### config.mk
export PLATFORM = sky130hd
export DESIGN_NAME = alu_pipe_flat
export DESIGN_NICKNAME = d
export VERILOG_FILES = /design/src/rtl/alu_pipe.sv /design/src/rtl/alu_pipe_if.sv /design/src/flat_wrapper.sv
export SDC_FILE = /design/constraint.sdc
export NUM_CORES = 1
export LEC_CHECK = 0
export CAP_MARGIN = 15
export CELL_PAD_IN_SITES_DETAIL_PLACEMENT = 1
export CELL_PAD_IN_SITES_GLOBAL_PLACEMENT = 1
export CORE_ASPECT_RATIO = 2
export CORE_MARGIN = 2
export CORE_UTILIZATION = 38
export CTS_BUF_LIST = sky130_fd_sc_hd__clkbuf_16
export DETAILED_ROUTE_END_ITERATION = 8
export GPL_TIMING_DRIVEN = 0
export PLACE_DENSITY_LB_ADDON = 0.1
export REMOVE_ABC_BUFFERS = 1
export SYNTH_ARGS = -nofsm -noshare
export SYNTH_HDL_FRONTEND = slang
export SYNTH_SLANG_ARGS = --single-unit
### constraint.sdc
create_clock -name clk -period 2.82 [get_ports clk]
set_input_delay 0.423 -clock clk [delete_from_list [all_inputs] [get_ports clk]]
set_output_delay 0.423 -clock clk [all_outputs]
set_load 0.01 [all_outputs]
### src/rtl/alu_pipe.sv
// Two-stage accumulator ALU: S1 captures operands, S2 holds the result.
// Stages advance independently under valid/ready backpressure.
package cpu_rtl_pkg;
    typedef enum logic [2:0] {HLT, SKZ, ADD, AND, XOR, LDA, STO, JMP} opcode_t;
endpackage

module alu_pipe
    import cpu_rtl_pkg::*;
#(
    parameter int WIDTH = 8
) (
    input  logic      clk,
    input  logic      rst_,
    alu_pipe_if.slave bus
);
    logic             r_s1_v;
    opcode_t          r_s1_op;
    logic [WIDTH-1:0] r_s1_a;
    logic [WIDTH-1:0] r_s1_d;

    logic             r_s2_v;
    logic [WIDTH-1:0] r_out;
    logic             r_carry;
    logic             r_rz;

    logic             w_adv1;
    logic             w_adv2;
    opcode_t          w_op;
    logic [WIDTH:0]   w_res;

    assign w_op   = opcode_t'(bus.opcode);
    assign w_adv2 = !r_s2_v || bus.out_ready;
    assign w_adv1 = !r_s1_v || w_adv2;

    assign bus.in_ready  = w_adv1 && rst_;
    assign bus.zero      = ~|bus.accum;
    assign bus.out_valid = r_s2_v;
    assign bus.out       = r_out;
    assign bus.carry     = r_carry;
    assign bus.res_zero  = r_rz;
    assign bus.busy      = r_s1_v || r_s2_v;

    // Bit WIDTH of w_res is the carry; only ADD can set it.
    always_comb begin
        w_res = {1'b0, r_s1_a};
        unique case (r_s1_op)
            ADD:     w_res = {1'b0, r_s1_a} + {1'b0, r_s1_d};
            AND:     w_res = {1'b0, r_s1_a & r_s1_d};
            XOR:     w_res = {1'b0, r_s1_a ^ r_s1_d};
            LDA:     w_res = {1'b0, r_s1_d};
            default: w_res = {1'b0, r_s1_a};
        endcase
    end

    always_ff @(posedge clk) begin
        if (!rst_) begin
            r_s1_v  <= 1'b0;
            r_s1_op <= HLT;
            r_s1_a  <= '0;
            r_s1_d  <= '0;
            r_s2_v  <= 1'b0;
            r_out   <= '0;
            r_carry <= 1'b0;
            r_rz    <= 1'b1;
        end else begin
            if (w_adv1) begin
                r_s1_v <= bus.in_valid;
                if (bus.in_valid) begin
                    r_s1_op <= w_op;
                    r_s1_a  <= bus.accum;
                    r_s1_d  <= bus.data;
                end
            end
            // A bubble in S1 still advances, clearing S2's valid bit.
            if (w_adv2) begin
                r_s2_v <= r_s1_v;
                if (r_s1_v) begin
                    r_out   <= w_res[WIDTH-1:0];
                    r_carry <= w_res[WIDTH];
                    r_rz    <= ~|w_res[WIDTH-1:0];
                end
            end
        end
    end
endmodule

### src/rtl/alu_pipe_if.sv
// Valid/ready bundle between the sequencer and the two-stage ALU pipe.
// The opcode type is a parameter so the interface does not depend on any package.
interface alu_pipe_if #(
    parameter int  WIDTH = 8,
    parameter type op_t  = logic [2:0]
);
    logic             in_valid;
    logic             in_ready;
    op_t              opcode;
    logic [WIDTH-1:0] accum;
    logic [WIDTH-1:0] data;
    logic             zero;
    logic             out_valid;
    logic             out_ready;
    logic [WIDTH-1:0] out;
    logic             carry;
    logic             res_zero;
    logic             busy;

    modport master (
        output in_valid, opcode, accum, data, out_ready,
        input  in_ready, zero, out_valid, out, carry, res_zero, busy
    );

    modport slave (
        input  in_valid, opcode, accum, data, out_ready,
        output in_ready, zero, out_valid, out, carry, res_zero, busy
    );
endinterface

### src/flat_wrapper.sv
// flat-port wrapper written by rule: the top's interface ports become plain ports
module alu_pipe_flat import cpu_rtl_pkg::*;
#(
    parameter int WIDTH = 8
)
  (clk, rst_, bus_in_valid, bus_opcode, bus_accum, bus_data, bus_out_ready, bus_in_ready, bus_zero, bus_out_valid, bus_out, bus_carry, bus_res_zero, bus_busy);
  alu_pipe_if #(.WIDTH(WIDTH), .op_t(opcode_t)) bus_i ();
  input  logic clk;
  input  logic rst_;
  input wire logic [$bits(bus_i.in_valid)-1:0] bus_in_valid;
  input wire logic [$bits(bus_i.opcode)-1:0] bus_opcode;
  input wire logic [$bits(bus_i.accum)-1:0] bus_accum;
  input wire logic [$bits(bus_i.data)-1:0] bus_data;
  input wire logic [$bits(bus_i.out_ready)-1:0] bus_out_ready;
  output wire logic [$bits(bus_i.in_ready)-1:0] bus_in_ready;
  output wire logic [$bits(bus_i.zero)-1:0] bus_zero;
  output wire logic [$bits(bus_i.out_valid)-1:0] bus_out_valid;
  output wire logic [$bits(bus_i.out)-1:0] bus_out;
  output wire logic [$bits(bus_i.carry)-1:0] bus_carry;
  output wire logic [$bits(bus_i.res_zero)-1:0] bus_res_zero;
  output wire logic [$bits(bus_i.busy)-1:0] bus_busy;
  assign bus_i.in_valid = bus_in_valid;
  assign bus_i.opcode = bus_opcode;
  assign bus_i.accum = bus_accum;
  assign bus_i.data = bus_data;
  assign bus_i.out_ready = bus_out_ready;
  assign bus_in_ready = bus_i.in_ready;
  assign bus_zero = bus_i.zero;
  assign bus_out_valid = bus_i.out_valid;
  assign bus_out = bus_i.out;
  assign bus_carry = bus_i.carry;
  assign bus_res_zero = bus_i.res_zero;
  assign bus_busy = bus_i.busy;
  alu_pipe #(.WIDTH(WIDTH)) u_core (.clk(clk), .rst_(rst_), .bus(bus_i));
endmodule
==> qor.txt, run 1 <==
Outcome: complete, no violations
Detailed-placement wirelength estimate: 3634 um
Hold wc startpoint: u_core.bus.out[4]
FMAX: 370.0 MHz
Mux share of post-synthesis cell area: 0.5256%
Ports: 37
Number of pins with negative max-slew slack in the final report: 0
Peak supply drop: 0.2924 mV
Average cell area after synthesis: 8.069 um^2
HP Class: flop to flop
GRT Resource Usage Total: 19.02%
Total of fill cells in the finished design: 599
Clk Latency, worst-skew pair: 0.27 ns
Type of origin of the critical path: flop
Yosys synthesis warning count: 0
Buf+Inv Stages, Crit Path: 0
Family with the most delay on the worst path: simple AND/OR/NAND/NOR gates
Maximum number of pins on one net before global-route repair: 33
Antenna diode instance count: 0
Share of the synthesized netlist area taken by xor and xnor gates: 1.380%
Via total after detailed routing: 1778
Number of synthesized register bits: 31
Register area share after synthesis: 32.59%
Leakage power summed over all cells: 0.9138 nW
Delay of the slowest cell on the worst path: 0.43 ns
Count of final setup violators: 0
Share of synthesized cell area in full adder, half adder and majority cells: 6.307%
Die Y: 104.1 um
Largest family of logic cells by synthesized area: compound AO/OA/AOI/OAI gates
Detailed-route wire length: 4690 um
Final layout net count: 295
Worst Setup SP: u_core.r_s1_d[0]
Post-synthesis simple-gate area fraction: 25.89%
Initial Utilization: 39.15%
Clock Tree Buf Depth: 2
GRT Residual Overflow: 0
Clock net sink count: 31
Count of final hold-check violations: 0
Port Buf Inserts: 36
Area fraction in compound gates after synthesis: 27.66%
Number of H-tree levels: 2
DRC violations left: 0
Max-slew headroom at the worst pin: 36.18%
Total chip power: 0.001195 W
Number of vias per cell after detailed routing: 5.574
Layout cells sized above 1: 5.344%
FF/Latch Area: 620.6 um^2
Clock slew at reported path FFs: 0.05 ns
Number of enable flip-flop cells after synthesis: 0
Core utilization of the finished layout: 48.97%
Main synth FF type: sky130_fd_sc_hd__dfxtp_1
Worst Path Required: 3.00 ns
Remaining antenna violation count after routing: 0
Die Span X: 54.06 um
Number of global-route vias before repair: 1800
Initial DRC count: 20
Post-route cell area: 2382 um^2
Area after DPL: 2243 um^2
Period minus WS final: 2.702 ns
Setup clock skew after layout: 0.004553 ns
RSZ-0062 raised after global routing: true
Area growth from synthesis to layout: 25.10%
Area of combinational cells with multiple inputs: 1184 um^2
Sequence of cells on the critical path: ha_2, fa_2, xnor2_1, o311ai_1, a221o_1, or3b_1, or4_1, o311ai_2
Final cycle utilization of the critical path: 95.83%
Count of max-cap constraint violations: 0
Biggest fanout along the worst timing path: 3
Type of element capturing the critical path: flop
Share of flip-flops with an asynchronous set or reset: 0%
Path type of the worst setup path: flop to flop
Final routed wire length divided by cell count: 14.70 um
Antenna violations before repair: 0
Slowest cell on crit path: sky130_fd_sc_hd__or4_1
Wire length of the first global-routing pass: 8121 um
GPL Wtd Cong: 0.8080
Clock buffers created by TritonCTS: 5
Source of the worst register-to-register timing path: u_core.r_s1_d[0]
Post-synthesis instance area: 1904 um^2
Die Outline Area: 5628 um^2
Post-Syn Instances: 236
Clock tree from TritonCTS: done
Number of iterations in the first detailed-routing pass: 4
Number of cell rows: 36
Root buffer cell: sky130_fd_sc_hd__clkbuf_16
Slew at the pin with the worst max-slew slack: 0.9558 ns
Power density over the cells: 501.5 nW/um^2
Worst EP arrival: 2.88 ns
Placeable core region: 4865 um^2
Post-synth cell types: 53
state kept, by name (all words and copies together), names as in the netlist:
signal / count
u_core.r_s1_v: 1
u_core.r_s1_a: 8
u_core.bus.res_zero: 1
u_core.r_s1_d: 8
u_core.bus.out_valid: 1
u_core.bus.carry: 1
u_core.r_s1_op: 3
u_core.bus.out: 8
layer usage:
layer	part of all wire [%]	vias up	GRT usage [%]
met3	2.6	9	3.017
met5	0	-	0
li1	-	892	-
met4	2.1	0	7.500
met1	38	846	20.13
met2	57	31	34.76
worst paths after layout:
kind	to	slack [ns]	cells past startpoint
max	u_core.bus.res_zero	0.12	8
min	u_core.bus.out[4]	0.45	2
max reg2reg	u_core.bus.res_zero	0.12	8
min reg2reg	u_core.bus.out[4]	0.45	2
power by group:
group | switching [W] | leakage, nW | internal (W)
Sequential | 0.0000272 | 0.255 | 0.000464
Combinational | 0.000105 | 0.592 | 0.000112
Clock | 0.000174 | 0.0669 | 0.000312
Total | 0.000306 | 0.914 | 0.000889
placed cells by master (no fill, tap or decap), types with 3 or more instances in the layout:
cell type,n
sky130_fd_sc_hd__a21boi_0,21
sky130_fd_sc_hd__a21oi_1,8
sky130_fd_sc_hd__and2_1,4
sky130_fd_sc_hd__clkbuf_16,5
sky130_fd_sc_hd__clkdlybuf4s50_1,35
sky130_fd_sc_hd__dfxtp_1,31
sky130_fd_sc_hd__ha_1,7
sky130_fd_sc_hd__inv_1,5
sky130_fd_sc_hd__nand2_1,58
sky130_fd_sc_hd__nand3_1,5
sky130_fd_sc_hd__nor2_1,9
sky130_fd_sc_hd__nor2b_1,6
sky130_fd_sc_hd__o211a_1,4
sky130_fd_sc_hd__o21a_1,4
sky130_fd_sc_hd__o21ai_0,3
sky130_fd_sc_hd__o221ai_1,5
sky130_fd_sc_hd__o22ai_1,3
sky130_fd_sc_hd__or4_1,3
sky130_fd_sc_hd__xnor2_1,3
cells by family after synthesis:
logic type                 after synthesis
AOI/OAI and AO/OA                       69
xor gates and xnor gates                 3
adders and majority gates                9
buffers and inverters                   20
DFF                                     31
muxes                                    1
and+or+nand+nor                        103
worst register-to-register path: stages (launching register included):
cell and delay (ns):
sky130_fd_sc_hd__dfxtp_1 0.33, sky130_fd_sc_hd__ha_2 0.21, sky130_fd_sc_hd__fa_2 0.38, sky130_fd_sc_hd__xnor2_1 0.15
sky130_fd_sc_hd__o311ai_1 0.10, sky130_fd_sc_hd__a221o_1 0.36, sky130_fd_sc_hd__or3b_1 0.38, sky130_fd_sc_hd__or4_1 0.43
sky130_fd_sc_hd__o311ai_2 0.26
synth_stat cells, drive strengths merged, types with 2 or more instances:
library cell / count / area (um^2)
nand2: 59 / 224.0
dfxtp: 31 / 620.6
a21boi: 23 / 172.7
clkbuf: 9 / 33.78
nor2: 9 / 33.78
a21oi: 8 / 40.04
ha: 8 / 100.1
buf: 7 / 58.80
nor2b: 6 / 37.54
nand3: 5 / 25.02
o221ai: 5 / 43.79
and2: 4 / 25.02
inv: 4 / 15.01
o211a: 4 / 40.04
o21a: 4 / 30.03
o21ai: 4 / 20.02
nand2b: 3 / 18.77
o22ai: 3 / 18.77
or4: 3 / 22.52
xnor2: 3 / 26.28
a221oi: 2 / 23.77
a22o: 2 / 17.52
a31oi: 2 / 12.51
nand3b: 2 / 15.01
o311ai: 2 / 25.03
or3: 2 / 12.51
or3b: 2 / 17.52
through the flow:
| stage | instances | hold WS (ns) | TNS, ns | worst slack (ns) |
|---|---|---|---|---|
| finish | 319 | 0.4539 | 0 | 0.1175 |
| global route | 319 | 0.4902 | -0.02406 | -0.02406 |
| CTS | 319 | 0.4596 | 0 | 0.01064 |
| detailed placement | 313 | 0.4530 | -0.07735 | -0.07735 |
| global placement | 313 | 0.4433 | -0.05161 | -0.05161 |
| floorplan | 220 | 0.4556 | 0 | 0.1940 |
area by class of cell:
class,instances,share of cell area (%)
clock buffers,5,5.252
clock inverters,1,0.1576
inverters,4,0.6303
multi-input cells,185,49.69
flip-flops and latches,31,26.05
well taps,57,2.994
repair buffers,36,15.23
repair_timing:
item / 4_1_cts / 5_1_grt
pin swaps: 0 / 1
gates resized for setup: 1 / 4
hold buffers: 0 / 0
endpoints found under the hold margin: 0 / 0
cloned: 0 / 0
setup buffers: 0 / 0
endpoints found under the setup margin: 1 / 2
(Power assumes the default switching activity.)
==> inputs of run 2 (changes only) <==
RECOVER_POWER = 25   (was default)
==> run 2 against run 1 <==
Die area unchanged. Register-to-register slack is essentially flat. Setup slack worse by 0.0036 ns. Fmax shrank 0.13%. Final area down 0.37%. Clock-buffer cell count did not move. Total power is 0.27% lower. Wire length grew 0.19%. Non-clock buffer count unchanged. Clock power is essentially flat. Largest power group unchanged.
==> qor.txt, run 2 (synthesized netlist as in run 1, its figures left out) <==
Source of the worst register-to-register timing path: u_core.r_s1_d[0]
HP Class: flop to flop
Clock Tree Buf Depth: 2 (unchanged)
Final cycle utilization of the critical path: 95.96% (+0.13 points)
DRC violations left: 0 (unchanged)
Slew at the pin with the worst max-slew slack: 1.148 ns (+0.1918 ns)
Antenna diode instance count: 0 (unchanged)
Clk Latency, worst-skew pair: 0.27 ns (about the same)
Remaining antenna violation count after routing: 0 (unchanged)
Worst R2R Path Depth: 8 (unchanged)
Area growth from synthesis to layout: 24.64%
Hold wc startpoint: u_core.bus.out[4]
Total of fill cells in the finished design: 600 (+0.17%)
Final std cells w/o fill: 319 (unchanged)
Leakage power summed over all cells: 0.9249 nW (+1.2%)
Die Outline Area: 5628 um^2 (unchanged)
Antenna violations before repair: 0 (unchanged)
Biggest fanout along the worst timing path: 3 (unchanged)
Peak supply drop: 0.2914 mV (-0.36%)
Die Span X: 54.06 um (unchanged)
Final routed wire length divided by cell count: 14.73 um (+0.19%)
Worst slack at placement: -0.07735 ns (unchanged)
Die Y: 104.1 um (unchanged)
Clock buffers created by TritonCTS: 5 (unchanged)
Wire length of the first global-routing pass: 8121 um (unchanged)
Number of pins with negative max-slew slack in the final report: 0 (unchanged)
Layout cells sized above 1: 5.344% (unchanged)
Number of H-tree levels: 2 (unchanged)
GPL Wtd Cong: 0.8080 (unchanged)
Type of element capturing the critical path: flop
Setup TNS: 0 ns (unchanged)
Worst EP arrival: 2.88 ns (about the same)
Worst Setup SP: u_core.r_s1_d[0]
FMAX: 369.5 MHz (-0.13%)
GRT Residual Overflow: 0 (unchanged)
Worst hold path stage count: 2 (unchanged)
Period minus WS final: 2.706 ns (+0.003570 ns)
Path type of the worst setup path: flop to flop
Count of final setup violators: 0 (unchanged)
Most common cell after layout, fill and taps aside: sky130_fd_sc_hd__nand2_1
Power density over the cells: 502.1 nW/um^2 (+0.10%)
Worst Path Required: 3.00 ns (about the same)
Setup ws final: 0.1139 ns (-0.003570 ns)
Number of global-route vias before repair: 1800 (unchanged)
Clock net sink count: 31 (unchanged)
Detailed-route wire length: 4699 um (+0.19%)
Number of vias per cell after detailed routing: 5.561 (-0.22%)
Type of origin of the critical path: flop
Setup clock skew after layout: 0.004539 ns (-0.00001426 ns)
RSZ-0062 raised after global routing: true
Number of iterations in the first detailed-routing pass: 4 (unchanged)
Max-slew headroom at the worst pin: 23.49% (-13 points)
Initial Utilization: 39.15% (unchanged)
Final layout net count: 295 (unchanged)
Count of max-cap constraint violations: 0 (unchanged)
Detailed-placement wirelength estimate: 3634 um (unchanged)
Port Buf Inserts: 36 (unchanged)
Clock slew at reported path FFs: 0.05 ns (about the same)
Initial DRC count: 21 (+5.0%)
Maximum number of pins on one net before global-route repair: 33 (unchanged)
Fin Hold WS: 0.4506 ns (-0.003276 ns)
Count of final hold-check violations: 0 (unchanged)
Outcome: complete, no violations
Highest-count cells in the layout ignoring fill and taps: sky130_fd_sc_hd__nand2_1 (58), sky130_fd_sc_hd__dfxtp_1 (31), sky130_fd_sc_hd__clkdlybuf4s50_1 (26), sky130_fd_sc_hd__a21boi_0 (21)
GRT Resource Usage Total: 19.02% (unchanged)
Clock tree from TritonCTS: done
Number of hold buffers added after cts: 0 (unchanged)
Number of cell rows: 36 (unchanged)
Placeable core region: 4865 um^2 (unchanged)
Root buffer cell: sky130_fd_sc_hd__clkbuf_16
Cell count after placement: 313 (unchanged)
Via total after detailed routing: 1774 (-0.22%)
Ports: 37 (unchanged)
## run 2: cell types whose count changed in the layout (fill, tap and decap cells not counted), sizes merged
| cell | delta |
|---|---|
| clkdlybuf4s50 | -9 |
| dlymetal6s2s | -1 |
| clkbuf | +1 |
| dlygate4sd3 | +9 |
## run 2: cell type report
| cell class | count | area, um^2 | area share (%) |
|---|---|---|---|
| Clock buffer | 5 | 125.1 | 5.271 |
| Inverter | 4 | 15.01 | 0.6326 |
| Sequential cell | 31 | 620.6 | 26.15 |
| Clock inverter | 1 | 3.754 | 0.1581 |
| Timing Repair Buffer | 36 | 354.1 | 14.92 |
| Tap cell | 57 | 71.32 | 3.005 |
| Multi-Input combinational cell | 185 | 1184 | 49.87 |
## run 2: what timing repair did
action,4_1_cts,5_1_grt
gates cloned,0,0
gates resized for setup,1,4
pin swaps,0,1
endpoints found under the setup margin,1,2
buffers inserted,0,0
## run 2: per-stage QoR
stage	power [W]	area [um^2]	util, %
after floorplan	0.0006223	1812	-
after global placement	0.0007134	2243	46.12
after detailed placement	0.0007190	2243	46.12
after CTS	0.001210	2375	48.82
after global routing	0.001251	2374	48.79
final	0.001192	2374	48.79
## run 2: worst paths after layout
kind / endpoint / slack [ns]
setup / recovery: u_core.bus.res_zero / 0.11
hold / removal: u_core.bus.out[4] / 0.45
setup reg to reg: u_core.bus.res_zero / 0.11
hold reg to reg: u_core.bus.out[4] / 0.45
## run 2: worst max-delay path, cell delays in order, from the launching register on
cell and delay (ns):
sky130_fd_sc_hd__dfxtp_1 0.33, sky130_fd_sc_hd__ha_2 0.21, sky130_fd_sc_hd__fa_2 0.38, sky130_fd_sc_hd__xnor2_1 0.15, sky130_fd_sc_hd__o311ai_1 0.10, sky130_fd_sc_hd__a221o_1 0.36, sky130_fd_sc_hd__or3b_1 0.38, sky130_fd_sc_hd__or4_1 0.43
sky130_fd_sc_hd__o311ai_2 0.26
## run 2: metal layers
metal  track usage, %  routed length [um]  vias to the layer above
met5                0                   0                        -
met4            7.500                  99                        0
met3            3.017                 122                        9
met2            34.76                2675                       31
met1            20.13                1801                      840
li1                 -                   -                      894
## run 2: power by group
part / internal (W) / leakage (nW) / switching [W]
clock: 0.000312 / 0.0669 / 0.000175
sequential: 0.000464 / 0.255 / 0.0000270
combinational: 0.000109 / 0.603 / 0.000105
==> inputs of run 3 (changes only) <==
ABC_CLOCK_PERIOD_IN_PS = 2820   (was default)
==> results of run 3 <==
The final DEF is identical to that of run 2; final timing and power are the same.
